===== src/rtl/spi_pkg.sv =====
// Shared SPI constants: operating-mode encodings and the idle value of the
// transfer counter.
package spi_pkg;

    localparam logic [1:0]  SPI_RUN  = 2'b00;
    localparam logic [1:0]  SPI_WAIT = 2'b01;
    localparam logic [1:0]  SPI_STOP = 2'b10;

    localparam logic [15:0] CNT_IDLE = 16'hFFFF;

endpackage


===== src/rtl/spi_slave_select.sv =====
// SPI master slave-select generator: holds ss_o low for BaudRateDivisor_i*16
// PCLK cycles per requested transfer and pulses receive_data_o on completion.
module spi_slave_select
    import spi_pkg::*;
(
    input  logic        PCLK,
    input  logic        PRESET,
    input  logic [1:0]  spi_mode_i,
    input  logic        mstr_i,
    input  logic        spiswai_i,
    input  logic        send_data_i,
    input  logic [11:0] BaudRateDivisor_i,
    output logic        ss_o,
    output logic        receive_data_o,
    output logic        tip_o
);

    logic [15:0] cnt_q, cnt_d;
    logic [15:0] tgt_q, tgt_d;
    logic        ss_q, ss_d;
    logic        rx_q, rx_d;
    logic        enable;

    // Stop mode, wait mode with spiswai set, or slave operation all force idle.
    assign enable = mstr_i &&
                    ((spi_mode_i == SPI_RUN) ||
                     ((spi_mode_i == SPI_WAIT) && !spiswai_i));

    always_comb begin
        cnt_d = cnt_q;
        tgt_d = tgt_q;
        ss_d  = ss_q;
        rx_d  = 1'b0;
        if (!enable) begin
            cnt_d = CNT_IDLE;
            ss_d  = 1'b1;
        end else if (cnt_q == CNT_IDLE) begin
            if (send_data_i && (BaudRateDivisor_i != 12'd0)) begin
                cnt_d = 16'd0;
                tgt_d = {BaudRateDivisor_i, 4'b0000};
                ss_d  = 1'b0;
            end
        end else if (cnt_q == (tgt_q - 16'd1)) begin
            // Last low cycle: release ss and flag completion for one cycle.
            cnt_d = CNT_IDLE;
            ss_d  = 1'b1;
            rx_d  = 1'b1;
        end else begin
            cnt_d = cnt_q + 16'd1;
        end
    end

    always_ff @(posedge PCLK or posedge PRESET) begin
        if (PRESET) begin
            cnt_q <= CNT_IDLE;
            tgt_q <= 16'd0;
            ss_q  <= 1'b1;
            rx_q  <= 1'b0;
        end else begin
            cnt_q <= cnt_d;
            tgt_q <= tgt_d;
            ss_q  <= ss_d;
            rx_q  <= rx_d;
        end
    end

    assign ss_o           = ss_q;
    assign receive_data_o = rx_q;
    assign tip_o          = ~ss_q;

endmodule


===== config.mk =====
export PLATFORM = sky130hd
export DESIGN_NAME = spi_slave_select
export DESIGN_NICKNAME = d
export VERILOG_FILES = /design/src/rtl/spi_pkg.sv /design/src/rtl/spi_slave_select.sv
export SDC_FILE = /design/constraint.sdc
export NUM_CORES = 1
export LEC_CHECK = 0
export BUFFER_PORTS_ARGS = -buffer_cell sky130_fd_sc_hd__buf_2
export CORE_UTILIZATION = 40
export DETAILED_ROUTE_END_ITERATION = 8
export PLACE_DENSITY = 0.58
export RECOVER_POWER = 25
export SLEW_MARGIN = 20
export SYNTH_ARGS = -nofsm -noshare
export SYNTH_HDL_FRONTEND = slang
export SYNTH_SLANG_ARGS = --single-unit

===== constraint.sdc =====
create_clock -name PCLK -period 2.2 [get_ports PCLK]
set_input_delay 0 -clock PCLK [delete_from_list [all_inputs] [get_ports PCLK]]
set_output_delay 0 -clock PCLK [all_outputs]
set_load 0.03 [all_outputs]

-- After elaboration in Yosys (flattened, before gate mapping)
Cells that the tools add are included.
- equality and inequality tests: 5
- multiplexer cells: 11
- reduce and logical (&&, ||, !) cells: 9
- bitwise logic cells: 1
- add/subtract/negate cells: 2
- operators with widths (kind ; number):
    $mux W16 ; 4
    $add A16 B1 Y16 const B ; 1
    $eq A16 B16 Y1 ; 1
    $eq A16 B16 Y1 const B ; 1
    $sub A16 B1 Y16 const B ; 1
    $reduce_bool A12 Y1 ; 1
    $mux W1 ; 7
    $logic_and A1 B1 Y1 ; 3
    $ne A3 B1 Y1 const B ; 1
    $ne A3 B2 Y1 const B ; 1
    $reduce_and A3 Y1 ; 1
    $eq A2 B1 Y1 const B ; 1
    $logic_not A2 Y1 ; 1
    $reduce_and A2 Y1 ; 1
    $logic_not A1 Y1 ; 1
    $logic_or A1 B1 Y1 ; 1
    $not A1 Y1 ; 1
- output and inout port bits: 3
- word-level logic and storage cells: 32
- input port bits: 19
- register bits: 30

-- Depth between registers and ports, before layout
Gate-level depths: netlist of the first run.
- depth after elaboration: 6
- depth in mapped cells: 10
- mapped depth without buffers: 8

-- Worst setup path after synthesis of the first run
No wires, ideal clock.
- path kind: flip-flop to flip-flop
- from: register cnt_q[0]
- to: register tgt_q[15]
- path buffers: 3
- stages on the path, launching flop included: 10
- setup slack: -0.072 ns
- data arrival time: 2.145 ns
- period minus slack after synthesis: 2.272 ns
- library setup time: 0.127 ns
- required time: 2.073 ns
- path through: dfstp_2 > ha_1 > and4_1 > buf_2 > nand4_4 > nor2_4 > and3_1 > buf_4 > buf_6 > mux2_1
- word-level cells in the longest chain between the ends: 2
- ends and longest elaborated chain (item ; RTL line ; text):
    from (decl) ; spi_slave_select.sv:18 ; logic [15:0] cnt_q, cnt_d;
    from (signal assigned) ; spi_slave_select.sv:60 ; cnt_q <= cnt_d;
    $eq A16 B16 Y1 ; spi_slave_select.sv:37 ; end else if (cnt_q == CNT_IDLE) begin
    $reduce_and A3 Y1 (no line) ; -- ;
    to (signal assigned) ; spi_slave_select.sv:61 ; tgt_q <= tgt_d;
    to (decl) ; spi_slave_select.sv:19 ; logic [15:0] tgt_q, tgt_d;
Every way passes these cells.
A chain may end at the register's enable or synchronous reset.

-- Worst setup path in the final report of the first run
- from: register cnt_q[0]
- to: register tgt_q[7]
Same word-level chain as after synthesis.

==> out/metrics.cfg, run 1 <==
[run_status]
run_status = complete, but fails checks
failed_checks = max-capacitance violations, max-slew violations

[sta]
final.min_clock_period_ns = 2.11
achievable_freq_mhz = 474
whs_ns = 0.111
max_slew.worst_pin.slew_ns = 1.67
maxSlewViolCount = 31
finalClockSkew_ns = 0.00577
unrepaired_setup_endpoints_after_global_routing = true
fin_tns_setup_ns = 0
worst_slack_ns = 0.0916
final-hold-violation-count = 0
final-setup-viol-count = 0
min_period_over_period = 0.958
slew_headroom = -0.111

[synthesis]
yosys_register_bits = 30
synth.largest_area_cell = dfstp_2
synth_sequential_area_ratio = 0.378
avgSynthCellArea_um2 = 10.4
mappedNetlistNets = 218
synthesis.area_um2 = 2040
synth_largest_type_area_fraction = 0.219
ys_types = 50
synth.mux.area_fraction = 0.0600
post_synth_inst_count = 197
post_synth_main_area_contributors = dfstp_2 22%, dfrtp_1 16%, xor2_1 7.7%
synth.yosys.warnings = 0
synth-adder-area-share = 0.0123
synthesized_area_fraction_occupied_by_ao_oa_aoi_and_oai_cells = 0.176
synth_simple_gate_area_share = 0.206
post_synth_xor_area_fraction = 0.120
dominant_combinational_cell_family_by_area_after_synthesis = simple AND/OR/NAND/NOR gates

[placed_design]
pre_cts_ws_ns = -0.101
place.port_buffers = 21
gpl.final_weighted_congestion = 0.801
detailedPlacementHpwl_um = 3330
detailed_place.area_um2 = 2280

[clocking]
cts_root_buffer = clkbuf_8
worst_skew_pair_latency_ns = 0.28
clock_sinks = 30
clk_pin_slew_ns = 0.07
cts.path.max_buffers = 2
clock_tree_from_tritoncts = built
htreeDepth = 2
numCtsBuffers = 5

[setup_path]
worstSetupStartpoint = cnt_q[0]
regToRegStartpoint = cnt_q[0]
critical_path.startpoint_type = flop
cp_max_fo = 14
cp_data_arrival_time_ns = 2.27
timing.reg2reg.setup_slack_ns = 0.09
reg2reg_depth = 6
regToRegEndpoint = tgt_q[7]
critical_path.endpoint_type = flop
path_class = flop to flop
critical_path_endpoint = tgt_q[7]
critical_path_rt_ns = 2.36

[routing]
detail-route-antenna-nets = 0
detail_route.wl_per_cell_um = 15.5
detail_route.wirelength_um = 4860
vias = 1694
post_drt_via_cell_ratio = 5.39
route.detailed.drc = 0
number_of_design_rule_violations_left_by_the_first_detailed_router_iteration = 73
firstDrtPassIters = 4

[global_routing]
pin_count_of_the_biggest_net_entering_global_routing = 31
grt.total_usage = 0.205
grt_first_pass_wirelength_um = 8250
grt_antenna_before_repair = 0
grt_pass1_vias = 1672
grt-ovfl-total = 0

[pwr]
power.leakage_nw = 1.03
power.density_nw_per_um2 = 1680
worst_ir_drop_vdd_mv = 0.825

[floorplan]
die_height_um = 73.5
std_cell_rows = 25
die_width_um = 73.5
design.core.area_um2 = 4820
io_pins = 22
design.die.area_um2 = 5390
initial_utilization = 0.424

[finish]
fill_cell_count = 449
area_growth_pct = 26.1
finalCoreUtilization = 0.535
num-nets-final = 267
final_area_um2 = 2570
layout-drive-gt1-share = 0.377
insertedDiodeCount = 0

[job]
total_of_max_cap_violations = 1

[worst_hold_path]
worst_hold_path_type = input port to flop

==> cell usage after synthesis (all sizes together) <==
cell,instances
xnor2,10
o2111ai,2
a311o,1
nand2b,1
xor2,18
and3,4
inv,6
ha,2
a31oi,13
dfrtp,13
o21ai,8
and4,4
a311oi,1
dfstp,17
o211ai,2
clkbuf,3
nor3,8
o21ba,1
a211oi,3
buf,8
and3b,1
nand3b,2
nand4b,1
nand3,9
o31ai,1
nand4,5
nand2,12
mux2,10
a21oi,4
a22oi,1
nor2,11
nor4,6
nor3b,2
o21bai,2
or3,2
o22ai,2
mux2i,1
==> cell usage in the layout, fill, tap and decap left out, types with 3 or more instances in the layout <==
master,instances
a21oi_1,4
nor3_1,4
o21ai_1,5
dfstp_2,17
dfrtp_1,13
a31oi_2,6
nor3_2,4
nand4_1,4
a31oi_1,7
a211oi_2,3
nor2_1,8
inv_1,6
clkbuf_8,6
and3_1,3
mux2_1,10
xnor2_1,10
dlygate4sd3_1,13
buf_2,21
nor4_1,4
nand2_1,12
nand3_1,9
and4_1,4
buf_4,17
xor2_1,18
==> worst min path at each step <==
stage                       start             end  depth (start not counted)
finish              spi_mode_i[1]  receive_data_o                          3
global route        spi_mode_i[1]  receive_data_o                          3
CTS                 spi_mode_i[1]  receive_data_o                          3
detailed placement         PRESET       tgt_q[13]                          3
global placement           PRESET       tgt_q[15]                          3
floorplan                  PRESET  receive_data_o                          1
==> critical path, cell delays in order (launching register included) <==
cell     delay [ns]
dfstp_2        0.57
ha_2           0.21
and4_1         0.26
nand4_4        0.15
nor2_4         0.12
and3_4         0.33
mux2_1         0.35
==> cell type report <==
cell class | instances | area [um2] | area share
Sequential cell | 30 | 772 | 0.300
Tap cell | 67 | 83.8 | 0.0326
Timing Repair Buffer | 53 | 387 | 0.150
Inverter | 6 | 22.5 | 0.00875
Multi-Input combinational cell | 150 | 1210 | 0.472
Clock buffer | 6 | 82.6 | 0.0321
Clock inverter | 2 | 12.5 | 0.00486
==> cell families (layout without fill, tap and decap cells) <==
logic type / after synthesis / in the layout
xor+xnor: 28 / 28
flops: 30 / 30
buf+inv: 17 / 67
mux: 11 / 11
compound gates: 41 / 41
fa+ha+maj: 2 / 2
simple gates: 68 / 68
==> registers in the layout (all words and copies together), names as in the netlist <==
signal and cells:
receive_data_o 1, tgt_q 12, ss_o 1, cnt_q 16
==> power by group <==
group | internal, mW | leakage (nW) | switching [mW]
clock | 0.251 | 0.0472 | 0.214
combinational | 1.24 | 0.639 | 1.36
sequential | 0.872 | 0.342 | 0.380
==> metal layers <==
| metal | vias to the layer above | global-route usage | routed length, um |
|---|---|---|---|
| met4 | 0 | 0.0705 | 61 |
| met2 | 34 | 0.325 | 2300 |
| met1 | 826 | 0.276 | 2370 |
| li1 | 827 | - | - |
| met5 | - | 0 | 0 |
| met3 | 7 | 0.0439 | 120 |
==> what timing repair did <==
item / in CTS / in global routing
buffers inserted: 1 / 3
hold endpoints to repair: 25 / 0
endpoints found under the setup margin: 15 / 24
gates resized for setup: 0 / 7
hold buffers: 13 / 0
pin swaps: 0 / 5
==> per-stage QoR <==
stage / std cells / total power, mW
2_1_floorplan: 197 / 3.05
5_1_grt: 314 / 4.68
6_report: 314 / 4.32
4_1_cts: 311 / 4.22
3_3_place_gp: 289 / 3.71
3_5_place_dp: 289 / 3.70
(Power assumes the default switching activity.)
==> inputs of run 2 (changes only) <==
--- a/config.mk
+++ b/config.mk
@@ -8,7 +8,8 @@
 export BUFFER_PORTS_ARGS = -buffer_cell sky130_fd_sc_hd__buf_2
 export CORE_UTILIZATION = 40
 export DETAILED_ROUTE_END_ITERATION = 8
-export PLACE_DENSITY = 0.58
+export GPL_TIMING_DRIVEN = 0
+export HOLD_SLACK_MARGIN = 0.05
 export RECOVER_POWER = 25
 export SLEW_MARGIN = 20
 export SYNTH_ARGS = -nofsm -noshare
==> run 2 against run 1 <==
Effect of this change: the run now ends clean; clock skew increased by 0.0045 ns; global-route usage down 0.36 points; core utilization up 3.8 points; flip-flop and latch count stayed put; power grew 7.0%; non-clock buffer count rose by 9; combinational power increased by 13%; critical path depth increased by 2; final area rose by 7.1%; routed wire length is 5.4% higher; critical path type unchanged; clock-buffer cell count rose by 2.
==> out/metrics.cfg, run 2 (same netlist as run 1, synthesis figures left out) <==
[setup_path]
worstSetupStartpoint = cnt_q[1]  ; was cnt_q[0]
regToRegStartpoint = cnt_q[1]  ; was cnt_q[0]
cp_data_arrival_time_ns = 2.29  ; was 2.27 ns
reg2reg_depth = 8  ; was 6
regToRegEndpoint = tgt_q[14]  ; was tgt_q[7]
timing.reg2reg.setup_slack_ns = 0.07  ; was 0.09 ns
path_class = flop to flop  ; unchanged
cp_max_fo = 15  ; was 14
critical_path.startpoint_type = flop  ; unchanged
critical_path_rt_ns = 2.37  ; was 2.36 ns
critical_path_endpoint = tgt_q[14]  ; was tgt_q[7]
critical_path.endpoint_type = flop  ; unchanged

[placed_design]
dp_cells = 285  ; was 289
gpl.final_weighted_congestion = 0.792  ; was 0.801
place.port_buffers = 21  ; unchanged
detailedPlacementHpwl_um = 3360  ; was 3330 um
pre_cts_ws_ns = -0.236  ; was -0.101 ns
detailed_place.area_um2 = 2240  ; was 2280 um2

[clocking]
worst_skew_pair_latency_ns = 0.29  ; was 0.28 ns
clock_tree_from_tritoncts = built  ; unchanged
cts.path.max_buffers = 2  ; unchanged
numCtsBuffers = 5  ; unchanged
clk_pin_slew_ns = 0.06  ; was 0.07 ns
clock_sinks = 30  ; unchanged
cts_root_buffer = clkbuf_8  ; unchanged
htreeDepth = 2  ; unchanged

[sta]
achievable_freq_mhz = 470  ; was 474 MHz
maxSlewViolCount = 0  ; was 31
final-hold-violation-count = 0  ; unchanged
final-setup-viol-count = 0  ; unchanged
worst_slack_ns = 0.0738  ; was 0.0916 ns
whs_ns = 0.101  ; was 0.111 ns
max_slew.worst_pin.slew_ns = 1.15  ; was 1.67 ns
final.min_clock_period_ns = 2.13  ; was 2.11 ns
min_period_over_period = 0.966  ; was 0.958
fin_tns_setup_ns = 0  ; unchanged
finalClockSkew_ns = 0.0103  ; was 0.00577 ns
slew_headroom = 0.233  ; was -0.111

[routing]
detail-route-antenna-nets = 0  ; unchanged
detail_route.wirelength_um = 5120  ; was 4860 um
vias = 1759  ; was 1694
route.detailed.drc = 0  ; unchanged
detail_route.wl_per_cell_um = 15.9  ; was 15.5 um
post_drt_via_cell_ratio = 5.45  ; was 5.39
number_of_design_rule_violations_left_by_the_first_detailed_router_iteration = 102  ; was 73
firstDrtPassIters = 4  ; unchanged

[floorplan]
io_pins = 22  ; unchanged
design.die.area_um2 = 5390  ; unchanged
initial_utilization = 0.424  ; unchanged
design.core.area_um2 = 4820  ; unchanged
std_cell_rows = 25  ; unchanged
die_width_um = 73.5  ; unchanged
die_height_um = 73.5  ; unchanged

[pwr]
clock_power_share = 0.093  ; was 0.108
worst_ir_drop_vdd_mv = 0.854  ; was 0.825 mV
power.switching_fraction = 0.456  ; was 0.452
power.density_nw_per_um2 = 1680  ; about the same
internal_power_mw = 2.51  ; was 2.36 mW
total_power_of_the_final_layout_mw = 4.62  ; was 4.32 mW
power.leakage_nw = 1.09  ; was 1.03 nW
comb_power_share = 0.637  ; was 0.602
power.switching_mw = 2.11  ; was 1.95 mW
seq_power_share = 0.269  ; was 0.290

[global_routing]
grt_pass1_vias = 1613  ; was 1672
grt.total_usage = 0.201  ; was 0.205
pin_count_of_the_biggest_net_entering_global_routing = 31  ; unchanged
grt_first_pass_wirelength_um = 7970  ; was 8250 um
grt-ovfl-total = 0  ; unchanged
grt_antenna_before_repair = 0  ; unchanged

[finish]
layout-drive-gt1-share = 0.441  ; was 0.377
insertedDiodeCount = 0  ; unchanged
fin_cells = 323  ; was 314
most-common-layout-cells = 21 x buf_2, 19 x buf_4, 18 x xor2_1  ; was 21 x buf_2, 18 x xor2_1, 17 x dfstp_2, 17 x buf_4
largest_regs = cnt_q (16), tgt_q (12)  ; unchanged
num-nets-final = 276  ; was 267
finalCoreUtilization = 0.572  ; was 0.535
most_common_cell_after_layout_fill_and_taps_aside = buf_2  ; unchanged
area_growth_pct = 35.0  ; was 26.1%
top_register = cnt_q  ; unchanged
flip_flop_count_of_the_largest_register_all_copies_and_words_added = 16  ; unchanged
final_area_um2 = 2760  ; was 2570 um2

[run_status]
run_status = completed  ; was complete, but fails checks

[worst_hold_path]
worst_hold_path_type = input port to flop  ; unchanged

[job]
total_of_max_cap_violations = 0  ; was 1

==> run 2: cell types whose count changed in the layout (fill, tap and decap cells not counted), moves of 3 or more <==
cell,previous run,this run
clkbuf_1,1,4
dfrtp_2,0,4
dfrtp_1,13,9
a31oi_4,0,3
buf_6,0,5
==> run 2: worst min-delay path by stage <==
stage / cells after the start / slack [ns] / from / endpoint
2_1_floorplan: 1 / 0.08 / PRESET / receive_data_o
3_3_place_gp: 3 / 0.23 / BaudRateDivisor_i[0] / tgt_q[4]
3_5_place_dp: 2 / 0.13 / PRESET / tgt_q[13]
4_1_cts: 3 / 0.11 / spi_mode_i[1] / receive_data_o
5_1_grt: 3 / 0.14 / spi_mode_i[1] / receive_data_o
6_report: 3 / 0.10 / spi_mode_i[1] / receive_data_o
==> run 2: worst max-delay path: stages, from the launching register on <==
cell and delay [ns]:
dfstp_2 0.57, ha_4 0.16, and4_1 0.18, buf_6 0.13, nand4_4 0.12, nor2_4 0.13, and3_4 0.19, buf_6 0.18
mux2_1 0.34
==> run 2: layer usage <==
| metal | up-vias | global-route usage | share of wire |
|---|---|---|---|
| met3 | 7 | 0.0535 | 0.041 |
| met4 | 0 | 0.0833 | 0.018 |
| li1 | 845 | - | - |
| met2 | 42 | 0.312 | 0.47 |
| met1 | 865 | 0.265 | 0.48 |
| met5 | - | 0 | 0 |
==> run 2: cell type report <==
type,instances,area (um2)
fillers,437,2060
plain buffers,7,70.1
multi-input cells,150,1310
repair buffers,55,413
clock buffers,8,80.1
well taps,67,83.8
inverters,6,22.5
flip-flops and latches,30,777
==> run 2: timing repair <==
action,4_1_cts,5_1_grt
gates cloned,0,1
hold buffers,13,0
endpoints found under the setup margin,30,20
endpoints found under the hold margin,25,0
gates resized for setup,9,25
pin swaps,4,11
buffers inserted,10,10
==> run 2: power groups by stage <==
stage	combinational, mW	clock, mW	sequential, mW
2_1_floorplan	1.94	0	1.11
3_3_place_gp	2.27	0	1.20
3_5_place_dp	2.30	0	1.20
4_1_cts	2.50	0.443	1.24
5_1_grt	3.21	0.466	1.28
6_report	2.94	0.432	1.24
